## src/rtl/mem_port_arbiter.sv

```systemverilog
// Shares one byte-lane memory port between fetch and data: grant in IDLE, fixed-latency ACCESS, one-cycle RESP.
// Data wins conflicts unless fetch has lost STARVE_LIMIT conflicts in a row.
module mem_port_arbiter #(
  parameter int XLEN         = 32,
  parameter int MEM_LATENCY  = 2,
  parameter int STARVE_LIMIT = 4
) (
  input  logic                 clk,
  input  logic                 rst,
  input  logic                 halted,
  input  logic                 if_req,
  input  logic [XLEN-1:0]      if_addr,
  output logic                 if_gnt,
  output logic                 if_rvalid,
  output logic [XLEN-1:0]      if_rdata,
  input  logic                 d_req,
  input  logic                 d_we,
  input  logic [XLEN-1:0]      d_addr,
  input  logic [XLEN-1:0]      d_wdata,
  output logic                 d_gnt,
  output logic                 d_rvalid,
  output logic [XLEN-1:0]      d_rdata,
  output logic [XLEN-1:0]      mem_addr,
  output logic [0:3][7:0]      mem_data_in,
  input  logic [0:3][7:0]      mem_data_out,
  output logic                 mem_write_en,
  output logic                 busy
);

  typedef enum logic [1:0] {S_IDLE, S_ACCESS, S_RESP} state_t;

  localparam logic [3:0] LAST_CNT   = 4'(MEM_LATENCY - 1);
  localparam logic [3:0] STARVE_MAX = 4'(STARVE_LIMIT);

  state_t            state_q, state_d;
  logic [3:0]        cnt_q, cnt_d;
  logic [3:0]        starve_q, starve_d;
  logic [XLEN-1:0]   addr_q;
  logic [XLEN-1:0]   wdata_q;
  logic              we_q;
  logic              own_if_q;
  logic [XLEN-1:0]   if_rdata_q;
  logic [XLEN-1:0]   d_rdata_q;

  logic              grant_ok;
  logic              fetch_wins;
  logic              capture;
  logic [31:0]       rd_word;

  // A request arriving together with reset must not be granted.
  always_comb begin
    grant_ok   = (state_q == S_IDLE) && !halted && !rst;
    fetch_wins = if_req && (!d_req || (starve_q == STARVE_MAX));
    if_gnt     = grant_ok && fetch_wins;
    d_gnt      = grant_ok && d_req && !fetch_wins;
  end

  always_comb begin
    state_d  = state_q;
    cnt_d    = cnt_q;
    starve_d = starve_q;
    case (state_q)
      S_IDLE: begin
        if (if_gnt || d_gnt) begin
          state_d = S_ACCESS;
          cnt_d   = '0;
        end
        if (if_gnt) begin
          starve_d = '0;
        end else if (d_gnt && if_req && (starve_q != STARVE_MAX)) begin
          starve_d = starve_q + 4'd1;
        end
      end
      S_ACCESS: begin
        cnt_d = cnt_q + 4'd1;
        if (cnt_q == LAST_CNT) state_d = S_RESP;
      end
      S_RESP:  state_d = S_IDLE;
      default: state_d = S_IDLE;
    endcase
  end

  always_comb begin
    capture      = (state_q == S_ACCESS) && (cnt_q == LAST_CNT) && !we_q;
    rd_word      = {mem_data_out[3], mem_data_out[2], mem_data_out[1], mem_data_out[0]};
    mem_write_en = (state_q == S_ACCESS) && we_q && (cnt_q == 4'd0);
    busy         = (state_q != S_IDLE);
    if_rvalid    = (state_q == S_RESP) && own_if_q;
    d_rvalid     = (state_q == S_RESP) && !own_if_q;
    mem_addr     = addr_q;
    if_rdata     = if_rdata_q;
    d_rdata      = d_rdata_q;
    for (int i = 0; i < 4; i++) begin
      mem_data_in[i] = wdata_q[8*i +: 8];
    end
  end

  always_ff @(posedge clk) begin
    if (rst) begin
      state_q    <= S_IDLE;
      cnt_q      <= '0;
      starve_q   <= '0;
      addr_q     <= '0;
      wdata_q    <= '0;
      we_q       <= 1'b0;
      own_if_q   <= 1'b0;
      if_rdata_q <= '0;
      d_rdata_q  <= '0;
    end else begin
      state_q  <= state_d;
      cnt_q    <= cnt_d;
      starve_q <= starve_d;
      if (if_gnt || d_gnt) begin
        addr_q   <= if_gnt ? if_addr : d_addr;
        wdata_q  <= d_wdata;
        we_q     <= d_gnt && d_we;
        own_if_q <= if_gnt;
      end
      if (capture && own_if_q)  if_rdata_q <= XLEN'(rd_word);
      if (capture && !own_if_q) d_rdata_q  <= XLEN'(rd_word);
    end
  end

endmodule

```

## config.mk

```make
export PLATFORM = sky130hd
export DESIGN_NAME = mem_port_arbiter
export DESIGN_NICKNAME = d
export VERILOG_FILES = /design/src/rtl/mem_port_arbiter.sv
export SDC_FILE = /design/constraint.sdc
export NUM_CORES = 1
export LEC_CHECK = 0
export CORE_ASPECT_RATIO = 0.6
export CORE_MARGIN = 4
export CORE_UTILIZATION = 25
export CTS_CLUSTER_DIAMETER = 150
export DETAILED_ROUTE_END_ITERATION = 12
export SYNTH_ARGS = -nofsm -noshare
export SYNTH_HDL_FRONTEND = slang
export SYNTH_SLANG_ARGS = --single-unit
export TNS_END_PERCENT = 5
```

## constraint.sdc

```tcl
create_clock -name clk -period 4.4 [get_ports clk]
set_input_delay 1.1 -clock clk [delete_from_list [all_inputs] [get_ports clk]]
set_output_delay 1.1 -clock clk [all_outputs]
set_load 0.02 [all_outputs]
```

==> results.md <==
- Status: finished clean
- DRT Wirelength: 25700 um
- DRC Markers: 0
- Post-DRT Antenna Nets: 0
- Layout cell share with drive strength beyond 1: 0.0648
- Die area: 27900 um2
- Post-synth top flop: dfxtp_1
- CTS sink count: 140
- Hold Crit Start: d_rdata[17]
- Pre-CTS WS: 363 ps
- Initial antenna violation count: 1
- Initial core utilization: 0.257
- Layout area overhead: 53.1%
- Drt first pass iters: 4
- Tmin final: 4030 ps
- Layout fillers: 2483
- Max cap viols: 0
- Standard-cell rows: 44
- Hold bufs inserted after CTS: 0
- RSZ-0062 raised after global routing: false
- Final nets: 1067
- Die W: 213 um
- Largest net degree at the start of global routing: 108
- CP Launch Point: halted
- Worst-path maximum fanout: 2
- Slew margin rel.: 0.303
- Iteration-0 DRC Markers: 480
- Final setup margin: 366 ps
- Global-route wire length before repair: 39500 um
- Design area: 9640 um2
- FFs w/ async S/R, synth: 0
- Post-CTS Resized: 0
- Post-DP HPWL: 16200 um
- Max Slew Vio Count: 0
- Hold depth: 2
- Clk_skew: 7.99 ps
- Worst setup EP type: output port
- Pwr/cell area: 339 nW/um2
- Area contributors post-synth: dfxtp_1 44%, a21oi_1 10%, a2111oi_0 8.9%
- Register area: 2800 um2
- EDFF count, synth: 0
- Die Height: 131 um
- Placed inst area: 9110 um2
- Via Count: 6970
- Core area: 24500 um2
- Synth top area share: 0.445
- Remaining Overflow, GRT: 0
- Critical Path RT: 3300 ps
- CP arrival: 2930 ps
- Syn. warnings: 0
- Final Hold Fails: 0
- Worst Tran Pin Value: 1040 ps
- Syn Inst Count: 733
- Final worst-path cycle share: 0.917
- Vias in the first global route: 6684
- Clock tree buffer depth: 2
- Fin Setup TNS: 0 ps
- Reg2Reg Depth: 5
- Syn_nets: 872
- Area leader, netlist: dfxtp_1
- Mapped Area: 6300 um2
- Antenna cells: 0
- Number of distinct library cells after synthesis: 37
- Hold endpoint: d_rdata[17]
- CTS tree: built
- GRT Total Usage: 0.179
- Number of synthesized register bits: 140
- R2R Path Start: cnt_q[0]
- Per-cell routed wire length: 20.4 um
- Clk_lat worst skew: 430 ps
- Multi-input gate area: 3050 um2
- Peak supply drop: 0.000266 V
- Root Buffer: clkbuf_16
- HP Class: reg -> reg
- R2R setup slack: 2030 ps
- Final setup violation count: 0
- Total CTS buffers: 17
- Avg Cell Area, Syn: 8.59 um2
- Sequential area share after synthesis: 0.445
- PortBufs: 267
- Max Fclk: 0.248 GHz
- Critical path type: in -> out
- Drt via density: 5.52
- Io pins: 268
- Setup bufs post-CTS: 0
- Clock transition at path regs: 60 ps
- CP startpoint kind: primary input
- H-tree lvl count: 4
- R2R Path End: d_rdata[9]
- GP Congestion: 0.754
- P_leak: 2.94 nW
sequential cells by signal, indices dropped and copies added (netlist names):
name and cells:
cnt_q 4, wdata_q 32, own_if_q 1, state_q 2, mem_addr 32, d_rdata 32
if_rdata 32, we_q 1, starve_q 4
cells by family after synthesis:
group,after synthesis,synth area share
adders and majority gates,5,0.00993
buffers and inverters,118,0.0743
and+or+nand+nor,158,0.151
DFF,140,0.445
AOI/OAI and AO/OA,312,0.319
layout make-up:
cell class / instances / area share
clock buffers: 25 / 0.0514
clock inverters: 7 / 0.00402
inverters: 8 / 0.00311
multi-input cells: 475 / 0.316
flip-flops and latches: 140 / 0.291
well taps: 322 / 0.0418
repair buffers: 286 / 0.293
per-stage QoR:
stage | hold slack [ps] | utilization | total power (W) | std cells
after global routing | 491 | 0.394 | 0.00342 | 1263
after floorplan | 472 | - | 0.00166 | 733
after global placement | 454 | 0.372 | 0.00196 | 1231
after CTS | 471 | 0.394 | 0.00332 | 1263
after detailed placement | 460 | 0.372 | 0.00196 | 1231
final | 468 | 0.394 | 0.00327 | 1263
cell usage in the layout (no fill, tap or decap), types with 5 or more instances in the layout:
cell,instances
o31ai_1,66
a211oi_1,5
a2111oi_0,64
clkdlybuf4s50_1,266
nand3_1,37
nand4_1,65
inv_1,7
nor4_1,32
ha_1,5
clkbuf_16,17
a21oi_1,132
clkinv_2,6
buf_4,19
dfxtp_1,139
o21ai_0,36
worst max-delay path: stages:
cell and delay [ps]:
clkdlybuf4s50_1 440, or4_4 510, a211oi_2 230, clkdlybuf4s50_1 640
power by group:
group | switching, W | leakage, nW | internal [W]
Sequential | 0.0000298 | 1.14 | 0.00132
Clock | 0.000548 | 0.271 | 0.000775
Combinational | 0.000354 | 1.54 | 0.000243
cell usage after synthesis (all sizes together), types with 2 or more instances:
library cell  count
a2111oi          64
a211oi            6
a21oi           132
buf              18
clkbuf           92
dfxtp           140
ha                5
inv               8
nand2             3
nand3            37
nand4            65
nor3              2
nor3b             4
nor4             33
o211ai            2
o21ai            36
o31ai            66
or2               2
or3b              2
or4               3
routing by layer:
metal  wire [um]  vias up  track usage
li1            -     3296            -
met1       12000     3409        0.254
met2       11200      245        0.261
met3        2220       18       0.0639
met4         224        2       0.0439
met5          11        -            0
worst max-delay path by stage:
stage               endpoint  slack, ps  depth (start not counted)
finish                if_gnt        370                          4
floorplan             if_gnt        870                          5
global route          if_gnt        340                          4
CTS                   if_gnt        360                          4
global placement      if_gnt        370                          4
detailed placement    if_gnt        360                          4
Power figures use the tool's default switching activity.
